[src/rtl/load_port_arbiter.sv]
// -----------------------------------------------------------------------------
// load_port_arbiter
//
// Shares the single load/execute port of tiny_processor between two
// requesters. A requester keeps the port until it drops its request, or,
// when the other requester is waiting, until it has completed QUANTUM
// executions and is sitting in idle mode. Every grant is followed by a
// TURN_CYCLES turnaround with nothing driven onto the port.
//
// Parameters
//   QUANTUM      executions a requester may finish before it can be preempted
//   TURN_CYCLES  idle turnaround cycles between grants (1..15)
//
// Ports
//   clk          clock, all state on the rising edge
//   rst_n        asynchronous active-low reset
//   req[1:0]     per-requester level request
//   mosi_in[1:0] per-requester serial load data
//   mode_in0/1   per-requester mode (00 idle, 01 imem, 10 dmem, 11 exec)
//   done_in      execution-complete pulse from tiny_processor
//   gnt[1:0]     registered one-hot grant, or zero
//   done_out     done_in routed to the granted requester
//   mosi_out     serial load data to tiny_processor
//   mode_out     mode to tiny_processor
//   preempted    one-cycle pulse when a grant is revoked by preemption
// -----------------------------------------------------------------------------
module load_port_arbiter #(
    parameter int QUANTUM     = 4,
    parameter int TURN_CYCLES = 2
) (
    input  logic       clk,
    input  logic       rst_n,
    input  logic [1:0] req,
    input  logic [1:0] mosi_in,
    input  logic [1:0] mode_in0,
    input  logic [1:0] mode_in1,
    input  logic       done_in,
    output logic [1:0] gnt,
    output logic [1:0] done_out,
    output logic       mosi_out,
    output logic [1:0] mode_out,
    output logic [1:0] preempted
);

    // A zero quantum still needs a one-bit counter to compare against.
    localparam int CNT_W = (QUANTUM < 1) ? 1 : $clog2(QUANTUM + 1);
    localparam logic [CNT_W-1:0] QUANTUM_V = CNT_W'(QUANTUM);
    localparam logic [3:0]       TURN_LAST = 4'(TURN_CYCLES - 1);

    localparam logic [1:0] IDLE = 2'd0;
    localparam logic [1:0] GNT0 = 2'd1;
    localparam logic [1:0] GNT1 = 2'd2;
    localparam logic [1:0] TURN = 2'd3;

    logic [1:0]       state;
    logic [1:0]       state_nxt;
    logic [1:0]       preempted_nxt;
    logic             last_served;
    logic [CNT_W-1:0] exec_cnt;
    logic [3:0]       turn_cnt;

    logic             owner;       // index of the requester holding the grant
    logic             owner_req;
    logic             other_req;
    logic [1:0]       owner_mode;
    logic             in_grant;

    // NOTE: every signal written here gets a default first so no path leaves
    // it unassigned; that is what keeps this block free of inferred latches.
    always_comb begin
        state_nxt     = state;
        preempted_nxt = 2'b00;
        owner         = (state == GNT1);
        owner_req     = owner ? req[1] : req[0];
        other_req     = owner ? req[0] : req[1];
        owner_mode    = owner ? mode_in1 : mode_in0;
        in_grant      = (state == GNT0) || (state == GNT1);

        case (state)
            IDLE: begin
                // On a tie the requester not served last wins.
                if (req == 2'b11)
                    state_nxt = last_served ? GNT0 : GNT1;
                else if (req[0])
                    state_nxt = GNT0;
                else if (req[1])
                    state_nxt = GNT1;
            end
            GNT0, GNT1: begin
                if (!owner_req) begin
                    state_nxt = TURN;
                end else if (other_req && (exec_cnt == QUANTUM_V) &&
                             (owner_mode == 2'b00)) begin
                    // Only an owner in idle mode is preempted, so a load or
                    // execute already under way always runs to completion.
                    state_nxt     = TURN;
                    preempted_nxt = owner ? 2'b10 : 2'b01;
                end
            end
            default: begin  // TURN
                if (turn_cnt == TURN_LAST)
                    state_nxt = IDLE;
            end
        endcase
    end

    // NOTE: state registers use non-blocking assignments so every flop sees
    // the pre-edge values of the others, independent of statement order.
    always_ff @(posedge clk or negedge rst_n) begin
        if (!rst_n) begin
            state       <= IDLE;
            gnt         <= 2'b00;
            preempted   <= 2'b00;
            exec_cnt    <= '0;
            turn_cnt    <= 4'd0;
            last_served <= 1'b1;
        end else begin
            state     <= state_nxt;
            gnt       <= {state_nxt == GNT1, state_nxt == GNT0};
            preempted <= preempted_nxt;

            if (state == IDLE && state_nxt != IDLE) begin
                last_served <= (state_nxt == GNT1);
                exec_cnt    <= '0;
            end else if (in_grant && done_in && exec_cnt != QUANTUM_V) begin
                exec_cnt <= exec_cnt + CNT_W'(1);
            end

            if (state == TURN && state_nxt == TURN)
                turn_cnt <= turn_cnt + 4'd1;
            else
                turn_cnt <= 4'd0;
        end
    end

    // The port mux is steered by the registered grant, so IDLE, TURN and
    // reset all present an idle port.
    always_comb begin
        mosi_out = 1'b0;
        mode_out = 2'b00;
        if (gnt[0]) begin
            mosi_out = mosi_in[0];
            mode_out = mode_in0;
        end else if (gnt[1]) begin
            mosi_out = mosi_in[1];
            mode_out = mode_in1;
        end
    end

    assign done_out = {done_in & gnt[1], done_in & gnt[0]};

endmodule

[config.mk]
export PLATFORM = sky130hd
export DESIGN_NAME = load_port_arbiter
export DESIGN_NICKNAME = d
export VERILOG_FILES = /design/src/rtl/load_port_arbiter.sv
export SDC_FILE = /design/constraint.sdc
export NUM_CORES = 1
export LEC_CHECK = 0
export ABC_AREA = 1
export CAP_MARGIN = 30
export CORE_MARGIN = 1.5
export CORE_UTILIZATION = 55
export CTS_BUF_LIST = sky130_fd_sc_hd__clkbuf_8
export DETAILED_ROUTE_END_ITERATION = 8
export GPL_TIMING_DRIVEN = 1
export PLACE_DENSITY = 0.88
export SYNTH_ARGS = -nofsm -noshare
export SYNTH_HDL_FRONTEND = slang
export SYNTH_SLANG_ARGS = --single-unit
[constraint.sdc]
create_clock -name clk -period 4.8 [get_ports clk]
set_input_delay 0.72 -clock clk [delete_from_list [all_inputs] [get_ports clk]]
set_output_delay 0.72 -clock clk [all_outputs]
set_load 0.02 [all_outputs]
==> results of run 1 <==
-- cell usage after synthesis --
cell type	n
nor2_1	14
clkinv_2	1
nand4_1	1
a21oi_1	1
o21ai_0	1
ha_1	8
xnor2_1	1
nand3_4	1
dfstp_2	1
nand2_1	35
inv_2	2
nand2_4	2
dfrtp_1	13
nor2_2	1
nand2_2	4
inv_1	15
xor2_1	3
nand3_1	8
mux2_2	1
nand3_2	2
-- layout make-up --
cell class | count | area, µm² | area share [%]
multi-input cells | 83 | 478 | 41.1
flip-flops and latches | 14 | 352 | 30.2
repair buffers | 19 | 190 | 16.3
inverters | 18 | 68.8 | 5.91
clock buffers | 4 | 55.1 | 4.73
well taps | 16 | 20.0 | 1.72
-- per-stage QoR --
stage | util, % | hold WS, ns | std cells
final | 76.4 | 0.473 | 154
after global routing | 76.4 | 0.506 | 154
after CTS | 76.4 | 0.477 | 154
after detailed placement | 72.7 | 0.468 | 150
after global placement | 72.7 | 0.459 | 150
after floorplan | - | 0.424 | 115
-- cells in the final DEF, fill, tap and decap left out, drive strengths merged --
master	n
dfstp	1
mux2	1
xor2	3
nand2	41
clkbuf	4
dfrtp	13
xnor2	1
nor2	15
ha	8
o21ai	1
nand4	1
a21oi	1
nand3	11
clkdlybuf4s50	19
clkinv	1
inv	17
-- registers in the layout, indices dropped and copies added, names as in the netlist --
signal       cells
turn_cnt         4
last_served      1
gnt              2
state            2
exec_cnt         3
preempted        2
-- routing by layer --
metal | up-vias | part of all wire, % | global-route usage [%] | routed length, µm
met4 | 0 | 2.4 | 12.7 | 38
met2 | 26 | 48 | 33.1 | 750
met1 | 341 | 43 | 23.8 | 663
met5 | - | 0 | 0 | 0
met3 | 4 | 6.7 | 3.75 | 105
li1 | 394 | - | - | -
-- worst max-delay path, delay by kind of cell --
family	cells	cell delay (ns)
buf+inv	3	1.17
simple gates	1	0.07
-- power by group through the flow --
stage                     clock [mW]  sequential, mW  combinational, mW
after CTS                      0.115           0.192              0.412
after global placement             0           0.192              0.393
after global routing           0.120           0.199              0.465
after detailed placement           0           0.193              0.408
after floorplan                    0           0.194              0.302
final                          0.111           0.192              0.410
-- path summary, 6_finish.rpt --
check	end	slack, ns
worst max register to register	exec_cnt[0]	2.96
max in group asynchronous	gnt[0]	3.55
worst min-delay path	last_served	0.47
min in group asynchronous	turn_cnt[1]	0.86
worst min register to register	last_served	0.47
worst max-delay path	done_out[0]	2.12
-- cells by family after synthesis --
group	count (synthesis)	synth area share, %
AOI/OAI and AO/OA	2	1.11
DFF	14	39.1
adders and majority gates	8	11.1
and+or+nand+nor	68	35.8
muxes	1	1.25
xor gates and xnor gates	4	3.90
buffers and inverters	18	7.66
==> flow_summary_export.csv, run 1 <==
group,metric,value,unit
yosys,synth_seq_area_share,39.1,%
setup_path,slowest_stage,"clkdlybuf4s50_1",
yosys,yosysTopAreaCell,"dfrtp_1",
setup_path,r2r-start,"state[0]",
setup_path,path_max_fanout,4,
die,rows,14,
setup_path,cp_common_cell,"clkdlybuf4s50_1",
clock_tree,cts_tree,"built",
placement,dpl_cell_area,1110,µm²
min_path,hp-class,"flip-flop to flip-flop",
clock_tree,clockRootBuffer,"clkbuf_8",
placement,gp_congestion,0.779,
die,die-area,1880,µm²
cells_and_area,layout.nets,158,
yosys,avgSynthCellArea,7.81,µm²
cells_and_area,design_area,1160,µm²
sta,drv_slew,0,
pwr,p_sw,322,µW
clock_tree,clockBufferDepth,2,
clock_tree,clk_latency,0.24,ns
pwr,pwr-share-comb,57.5,%
yosys,synth.area.top_cells,"dfrtp_1 36%, nand2_1 15%, ha_1 11%",
detailed_routing,ant_nets,0,
yosys,synth-seq-cells,14,
pwr,powerDensity,612,nW/µm²
grt,track_usage,20.0,%
sta,min_period_over_period,55.8,%
sta,max_freq,0.373,GHz
clock_tree,post_cts_buffers,0,
detailed_routing,drt_iter0_markers,12,
yosys,synth_warnings,0,
pwr,intPower,391,µW
pwr,power_frac_seq,26.9,%
yosys,synthCells,115,
die,die_h,43.4,µm
min_path,whs_path_depth,2,
sta,fin_setup_tns,0,ns
grt,grt-ovfl-total,0,
detailed_routing,routedWlPerCell,10.1,µm
setup_path,critPathCaptureType,"output port",
grt,grt_pass1_wl,2820,µm
yosys,syn_area,898,µm²
die,start_util,58.9,%
sta,finalHoldViolations,0,
detailed_routing,vias,765,
detailed_routing,totalWireLength,1560,µm
sta,worstMarginPinSlew,0.607,ns
setup_path,critical_path.cell_chain,"clkdlybuf4s50_1 -> nand2_1 -> inv_1 -> clkdlybuf4s50_1",
clock_tree,clock-sinks,14,
setup_path,crit_path_start,"done_in",
clock_tree,post_cts_resized,0,
yosys,synth.top_cell.area_share,36.2,%
min_path,hp-start,"last_served",
grt,grt_max_degree,15,
status,status,"completed",
die,core_area,1520,µm²
clock_tree,path_clk_slew,0.05,ns
setup_path,required,4.08,ns
setup_path,cpPeakStageDelay,0.59,ns
placement,port_buffers,19,
pwr,vdd_drop_max,0.000382,V
cells_and_area,layout-drive-gt1-share,13.8,%
die,dieWidth,43.4,µm
pwr,p_clk_share,15.6,%
setup_path,arrival,1.96,ns
detailed_routing,dr.pass1.iters,4,
sta,rsz0062_at_grt,"no",
setup_path,worstRegToRegCells,11,
grt,antenna_found_initial,0,
clock_tree,postCtsHoldBufs,0,
run,max_cap_viol_count,0,
sta,max_slew_margin,59.4,%
cells_and_area,antenna_cells,0,
yosys,syn-num-nets,134,
yosys,synth.distinct_cells,20,
sta,fin_crit,2.68,ns
pwr,p_leak,0.604,nW
placement,dp_hpwl,1250,µm
cells_and_area,nFillCells,104,
detailed_routing,drc,0,
grt,grt_pass1_vias,708,
sta,skew,0.00231,ns
setup_path,critPathKind,"input pin to output port",
pwr,p_total,713,µW
detailed_routing,via_per_inst,4.97,
die,ios,20,
placement,dpl_worst_slack,2.13,ns
sta,fin_ws,2.12,ns
clock_tree,cts_buffers,3,
clock_tree,cts_max_level,1,
setup_path,cp-start-kind,"input pin",
pwr,switching_share,45.2,%
sta,finalSetupViolCount,0,
cells_and_area,area_delta_synth_final,29.5,%
Note: power is estimated with default switching activity, not from simulation.
==> run 2, diff against run 1 <==
--- a/config.mk
+++ b/config.mk
@@ -8,11 +8,11 @@
 export ABC_AREA = 1
 export CAP_MARGIN = 30
 export CORE_MARGIN = 1.5
-export CORE_UTILIZATION = 55
+export CORE_UTILIZATION = 51
 export CTS_BUF_LIST = sky130_fd_sc_hd__clkbuf_8
 export DETAILED_ROUTE_END_ITERATION = 8
 export GPL_TIMING_DRIVEN = 1
-export PLACE_DENSITY = 0.88
+export PLACE_DENSITY = 0.83
 export SYNTH_ARGS = -nofsm -noshare
 export SYNTH_HDL_FRONTEND = slang
 export SYNTH_SLANG_ARGS = --single-unit
==> constraint.sdc (replaced) <==
create_clock -name clk -period 2.7 [get_ports clk]
set_input_delay 0.405 -clock clk [delete_from_list [all_inputs] [get_ports clk]]
set_output_delay 0.405 -clock clk [all_outputs]
set_load 0.02 [all_outputs]
==> flow_summary_export.csv, run 2 (synthesis results as in run 1) <==
group,metric,value,unit
placement,dpl_cell_area,1110,µm²
die,dieWidth,45.0,µm
cells_and_area,layout.nets,158,
grt,grt-ovfl-total,0,
setup_path,r2r-start,"state[1]",
sta,min_period_over_period,76.6,%
detailed_routing,vias,754,
pwr,powerDensity,1090,nW/µm²
detailed_routing,dr.pass1.iters,4,
cells_and_area,antenna_cells,0,
cells_and_area,final_util,73.8,%
setup_path,arrival,1.66,ns
min_path,hp-start,"last_served",
die,start_util,57.0,%
pwr,p_total,1.26,mW
clock_tree,clockRootBuffer,"clkbuf_8",
grt,grt_pass1_wl,2750,µm
clock_tree,path_clk_slew,0.05,ns
setup_path,required,2.30,ns
status,status,"completed",
die,die_h,45.0,µm
grt,grt_pass1_vias,685,
grt,grt_max_degree,15,
cells_and_area,largest_reg_flops,4,
clock_tree,post_cts_resized,0,
placement,gp_congestion,0.805,
die,core_area,1580,µm²
detailed_routing,drc,0,
sta,fin_ws,0.631,ns
placement,dpl_worst_slack,0.628,ns
clock_tree,cts_buffers,3,
cells_and_area,final-seq-area,352,µm²
cells_and_area,final_common_cell,"nand2_1",
sta,fin_crit,2.07,ns
detailed_routing,ant_nets,0,
detailed_routing,routedWlPerCell,10.5,µm
clock_tree,cts_tree,"built",
clock_tree,post_cts_buffers,0,
clock_tree,cts_max_level,1,
setup_path,critPathKind,"input pin to output port",
cells_and_area,design_area,1160,µm²
run,max_cap_viol_count,0,
cells_and_area,final_cell_mix,"35 x nand2_1, 19 x clkdlybuf4s50_1, 15 x inv_1, 14 x nor2_1, 13 x dfrtp_1",
sta,max_slew_margin,61.8,%
clock_tree,clockBufferDepth,2,
die,ios,20,
placement,port_buffers,19,
clock_tree,clock-sinks,14,
detailed_routing,totalWireLength,1610,µm
grt,antenna_found_initial,0,
die,rows,14,
setup_path,worstRegToRegCells,11,
cells_and_area,area_delta_synth_final,29.5,%
sta,max_freq,0.483,GHz
sta,timing.hold.ws,0.466,ns
sta,worstMarginPinSlew,0.572,ns
grt,track_usage,19.3,%
setup_path,critPathCaptureType,"output port",
setup_path,timing.rr.end,"exec_cnt[0]",
setup_path,path_max_fanout,4,
pwr,vdd_drop_max,0.000857,V
sta,skew,0.00399,ns
min_path,min_to,"last_served",
die,die-area,2020,µm²
sta,rsz0062_at_grt,"no",
cells_and_area,reg_top3,"turn_cnt (4), exec_cnt (3)",
setup_path,cp-start-kind,"input pin",
placement,dp.cells,150,
min_path,hp-class,"flip-flop to flip-flop",
placement,dp_hpwl,1350,µm
cells_and_area,layout-drive-gt1-share,13.8,%
cells_and_area,multiInputGateArea,478,µm²
pwr,p_leak,0.604,nW
detailed_routing,via_per_inst,4.90,
cells_and_area,nFillCells,123,
sta,finalSetupViolCount,0,
clock_tree,postCtsHoldBufs,0,
clock_tree,clk_latency,0.24,ns
setup_path,r2r_slack,0.85,ns
sta,finalHoldViolations,0,
sta,fin_setup_tns,0,ns
min_path,whs_path_depth,2,
detailed_routing,drt_iter0_markers,9,
cells_and_area,final_cells,154,
cells_and_area,top_register,"turn_cnt",
sta,drv_slew,0,
-- run 2: cell counts in the layout (fill, tap and decap cells not counted) --
No cell type changed its count.
-- run 2: worst max-delay path by stage --
| stage | endpoint | depth (start not counted) | slack [ns] | start |
|---|---|---|---|---|
| finish | done_out[1] | 4 | 0.63 | done_in |
| global placement | mode_out[0] | 4 | 0.67 | mode_in1[0] |
| CTS | done_out[1] | 4 | 0.62 | done_in |
| floorplan | exec_cnt[0] | 11 | 1.14 | state[0] |
| detailed placement | done_out[1] | 4 | 0.63 | done_in |
| global route | done_out[1] | 4 | 0.59 | done_in |
-- run 2: area by class of cell --
cell class / count / area share (%)
well taps: 16 / 1.72
inverters: 18 / 5.91
multi-input cells: 83 / 41.1
repair buffers: 19 / 16.3
clock buffers: 4 / 4.73
flip-flops and latches: 14 / 30.2
-- run 2: power breakdown --
group | internal, mW | total (mW) | switching [mW]
sequential | 0.279 | 0.339 | 0.0592
clock | 0.129 | 0.198 | 0.0686
combinational | 0.287 | 0.727 | 0.440
total | 0.695 | 1.26 | 0.568
-- run 2: worst max-delay path, stage by stage --
cell             delay, ns
clkdlybuf4s50_1       0.53
nand2_1               0.08
inv_1                 0.06
clkdlybuf4s50_1       0.59
-- run 2: metal layers --
metal  up-vias  GRT usage (%)  part of all wire (%)
met2        22           36.9                    51
li1        396              -                     -
met4         0           7.06                   1.5
met1       332           19.3                    42
met5         -              0                     0
met3         4           6.00                   5.6
==> run 3, diff against run 2 <==
--- a/config.mk
+++ b/config.mk
@@ -8,11 +8,11 @@
 export ABC_AREA = 1
 export CAP_MARGIN = 30
 export CORE_MARGIN = 1.5
-export CORE_UTILIZATION = 51
+export CORE_UTILIZATION = 46
 export CTS_BUF_LIST = sky130_fd_sc_hd__clkbuf_8
 export DETAILED_ROUTE_END_ITERATION = 8
 export GPL_TIMING_DRIVEN = 1
-export PLACE_DENSITY = 0.83
+export PLACE_DENSITY = 0.79
 export SYNTH_ARGS = -nofsm -noshare
 export SYNTH_HDL_FRONTEND = slang
 export SYNTH_SLANG_ARGS = --single-unit
==> constraint.sdc (replaced) <==
create_clock -name clk -period 1.75 [get_ports clk]
set_input_delay 0.2625 -clock clk [delete_from_list [all_inputs] [get_ports clk]]
set_output_delay 0.2625 -clock clk [all_outputs]
set_load 0.02 [all_outputs]
==> flow_summary_export.csv, run 3 (synthesis results as in run 1) <==
group,metric,value,unit
detailed_routing,routedWlPerCell,10.7,µm
status,status,"completed",
setup_path,cp-start-kind,"flip-flop",
cells_and_area,largest_reg_flops,4,
sta,skew,0.00249,ns
clock_tree,clockRootBuffer,"clkbuf_8",
detailed_routing,totalWireLength,1790,µm
placement,dpl_worst_slack,0.00827,ns
grt,antenna_found_initial,0,
clock_tree,path_clk_slew,0.06,ns
pwr,vdd_drop_max,0.000938,V
die,ios,20,
sta,fin_crit,1.62,ns
sta,fin_ws,0.126,ns
clock_tree,clock-sinks,14,
cells_and_area,top_register,"turn_cnt",
detailed_routing,ant_nets,0,
detailed_routing,drc,0,
setup_path,path_max_fanout,4,
sta,max_slew_margin,58.3,%
die,core_area,1780,µm²
clock_tree,clockBufferDepth,2,
cells_and_area,antenna_cells,0,
cells_and_area,design_area,1250,µm²
sta,worstMarginPinSlew,0.624,ns
setup_path,critPathCaptureType,"flip-flop",
pwr,p_leak,0.663,nW
die,die_h,47.2,µm
cells_and_area,nFillCells,150,
cells_and_area,layout.nets,162,
clock_tree,cts_buffers,3,
pwr,powerDensity,1680,nW/µm²
die,rows,15,
die,dieWidth,47.2,µm
clock_tree,clk_latency,0.24,ns
cells_and_area,final_common_cell,"nand2_1",
sta,finalHoldViolations,0,
min_path,hp-class,"input pin to async pin",
die,start_util,50.4,%
placement,dp_hpwl,1330,µm
sta,finalSetupViolCount,0,
setup_path,r2r_slack,0.13,ns
sta,drv_slew,0,
clock_tree,cts_tree,"built",
sta,fin_setup_tns,0,ns
grt,grt_pass1_vias,733,
cells_and_area,area_delta_synth_final,39.1,%
setup_path,cpPeakStageDelay,0.43,ns
run,max_cap_viol_count,0,
placement,port_buffers,19,
cells_and_area,reg_top3,"turn_cnt (4), exec_cnt (3)",
grt,grt_max_degree,15,
setup_path,required,1.88,ns
placement,dpl_cell_area,1140,µm²
setup_path,critPathKind,"flip-flop to flip-flop",
sta,rsz0062_at_grt,"no",
grt,track_usage,17.9,%
detailed_routing,drt_iter0_markers,2,
setup_path,arrival,1.75,ns
die,die-area,2230,µm²
cells_and_area,layout-drive-gt1-share,21.1,%
cells_and_area,final_cell_mix,"35 x nand2_1, 14 x clkdlybuf4s50_1, 13 x inv_1, 13 x nor2_1, 12 x dfrtp_1",
detailed_routing,dr.pass1.iters,5,
clock_tree,cts_max_level,1,
setup_path,slowest_stage,"dfrtp_2",
sta,max_freq,0.616,GHz
grt,grt_pass1_wl,2750,µm
sta,timing.hold.ws,0.408,ns
grt,grt-ovfl-total,0,
setup_path,critical_path.cell_chain,"inv_2 -> ha_4 -> nand3_1 -> nor2_2 -> nand2_2 -> nand3_2 -> nand2_2 -> nand3_1 -> nand2_1 -> inv_2 -> nor2_1",
placement,gp_congestion,0.806,
detailed_routing,via_per_inst,4.74,
detailed_routing,vias,792,
sta,min_period_over_period,92.8,%
[run 3: changes by cell type in the layout (fill, tap and decap cells not counted), moves of 2 or more]
| cell | change |
|---|---|
| buf_4 | +4 |
| clkdlybuf4s50_1 | -5 |
| ha_4 | +3 |
| ha_1 | -3 |
| inv_1 | -2 |
| dlygate4sd2_1 | +3 |
| dlymetal6s2s_1 | +2 |
[run 3: layer usage]
metal | track usage (%) | vias up | share of wire [%]
met1 | 18.7 | 368 | 42
met5 | 0 | - | 0
met3 | 3.46 | 0 | 4.4
met4 | 10.0 | 0 | 0
li1 | - | 401 | -
met2 | 33.2 | 23 | 53
[run 3: layout make-up]
class | instances | area [µm²] | share of cell area (%)
multi-input combinational | 83 | 518 | 41.4
clock buffer | 4 | 55.1 | 4.40
timing repair buffer | 23 | 221 | 17.7
inverter | 18 | 71.3 | 5.71
tap | 25 | 31.3 | 2.50
sequential | 14 | 353 | 28.2
[run 3: repair_timing]
item,4_1_cts,5_1_grt
resized for setup,3,12
hold buffers,0,0
setup buffers,0,1
endpoints found under the hold margin,0,0
endpoints found under the setup margin,3,10
[run 3: final timing paths]
| path | from | depth (start not counted) | end |
|---|---|---|---|
| max reg2reg | state[1] | 11 | exec_cnt[0] |
| min in group clk | last_served | 2 | last_served |
| max in group asynchronous | rst_n | 1 | state[1] |
| max | state[1] | 11 | exec_cnt[0] |
| min | rst_n | 1 | preempted[1] |
| min reg2reg | last_served | 2 | last_served |
[run 3: power breakdown]
group / total (mW) / internal (mW) / switching (mW)
Sequential: 0.534 / 0.433 / 0.101
Clock: 0.309 / 0.199 / 0.110
Combinational: 1.26 / 0.521 / 0.738
Total: 2.10 / 1.15 / 0.948
[run 3: per-stage QoR]
stage	std cells	utilization [%]	power, mW
2_1_floorplan	115	-	1.36
6_report	167	70.1	2.10
3_3_place_gp	162	64.1	1.66
3_5_place_dp	162	64.1	1.69
5_1_grt	167	70.1	2.29
4_1_cts	166	66.9	2.00
[run 3: critical path: cells and delay by family (launching register included)]
| family | cells | cell delay [ns] |
|---|---|---|
| simple gates | 8 | 0.67 |
| flops | 1 | 0.43 |
| fa+ha+maj | 1 | 0.27 |
| buf+inv | 2 | 0.15 |
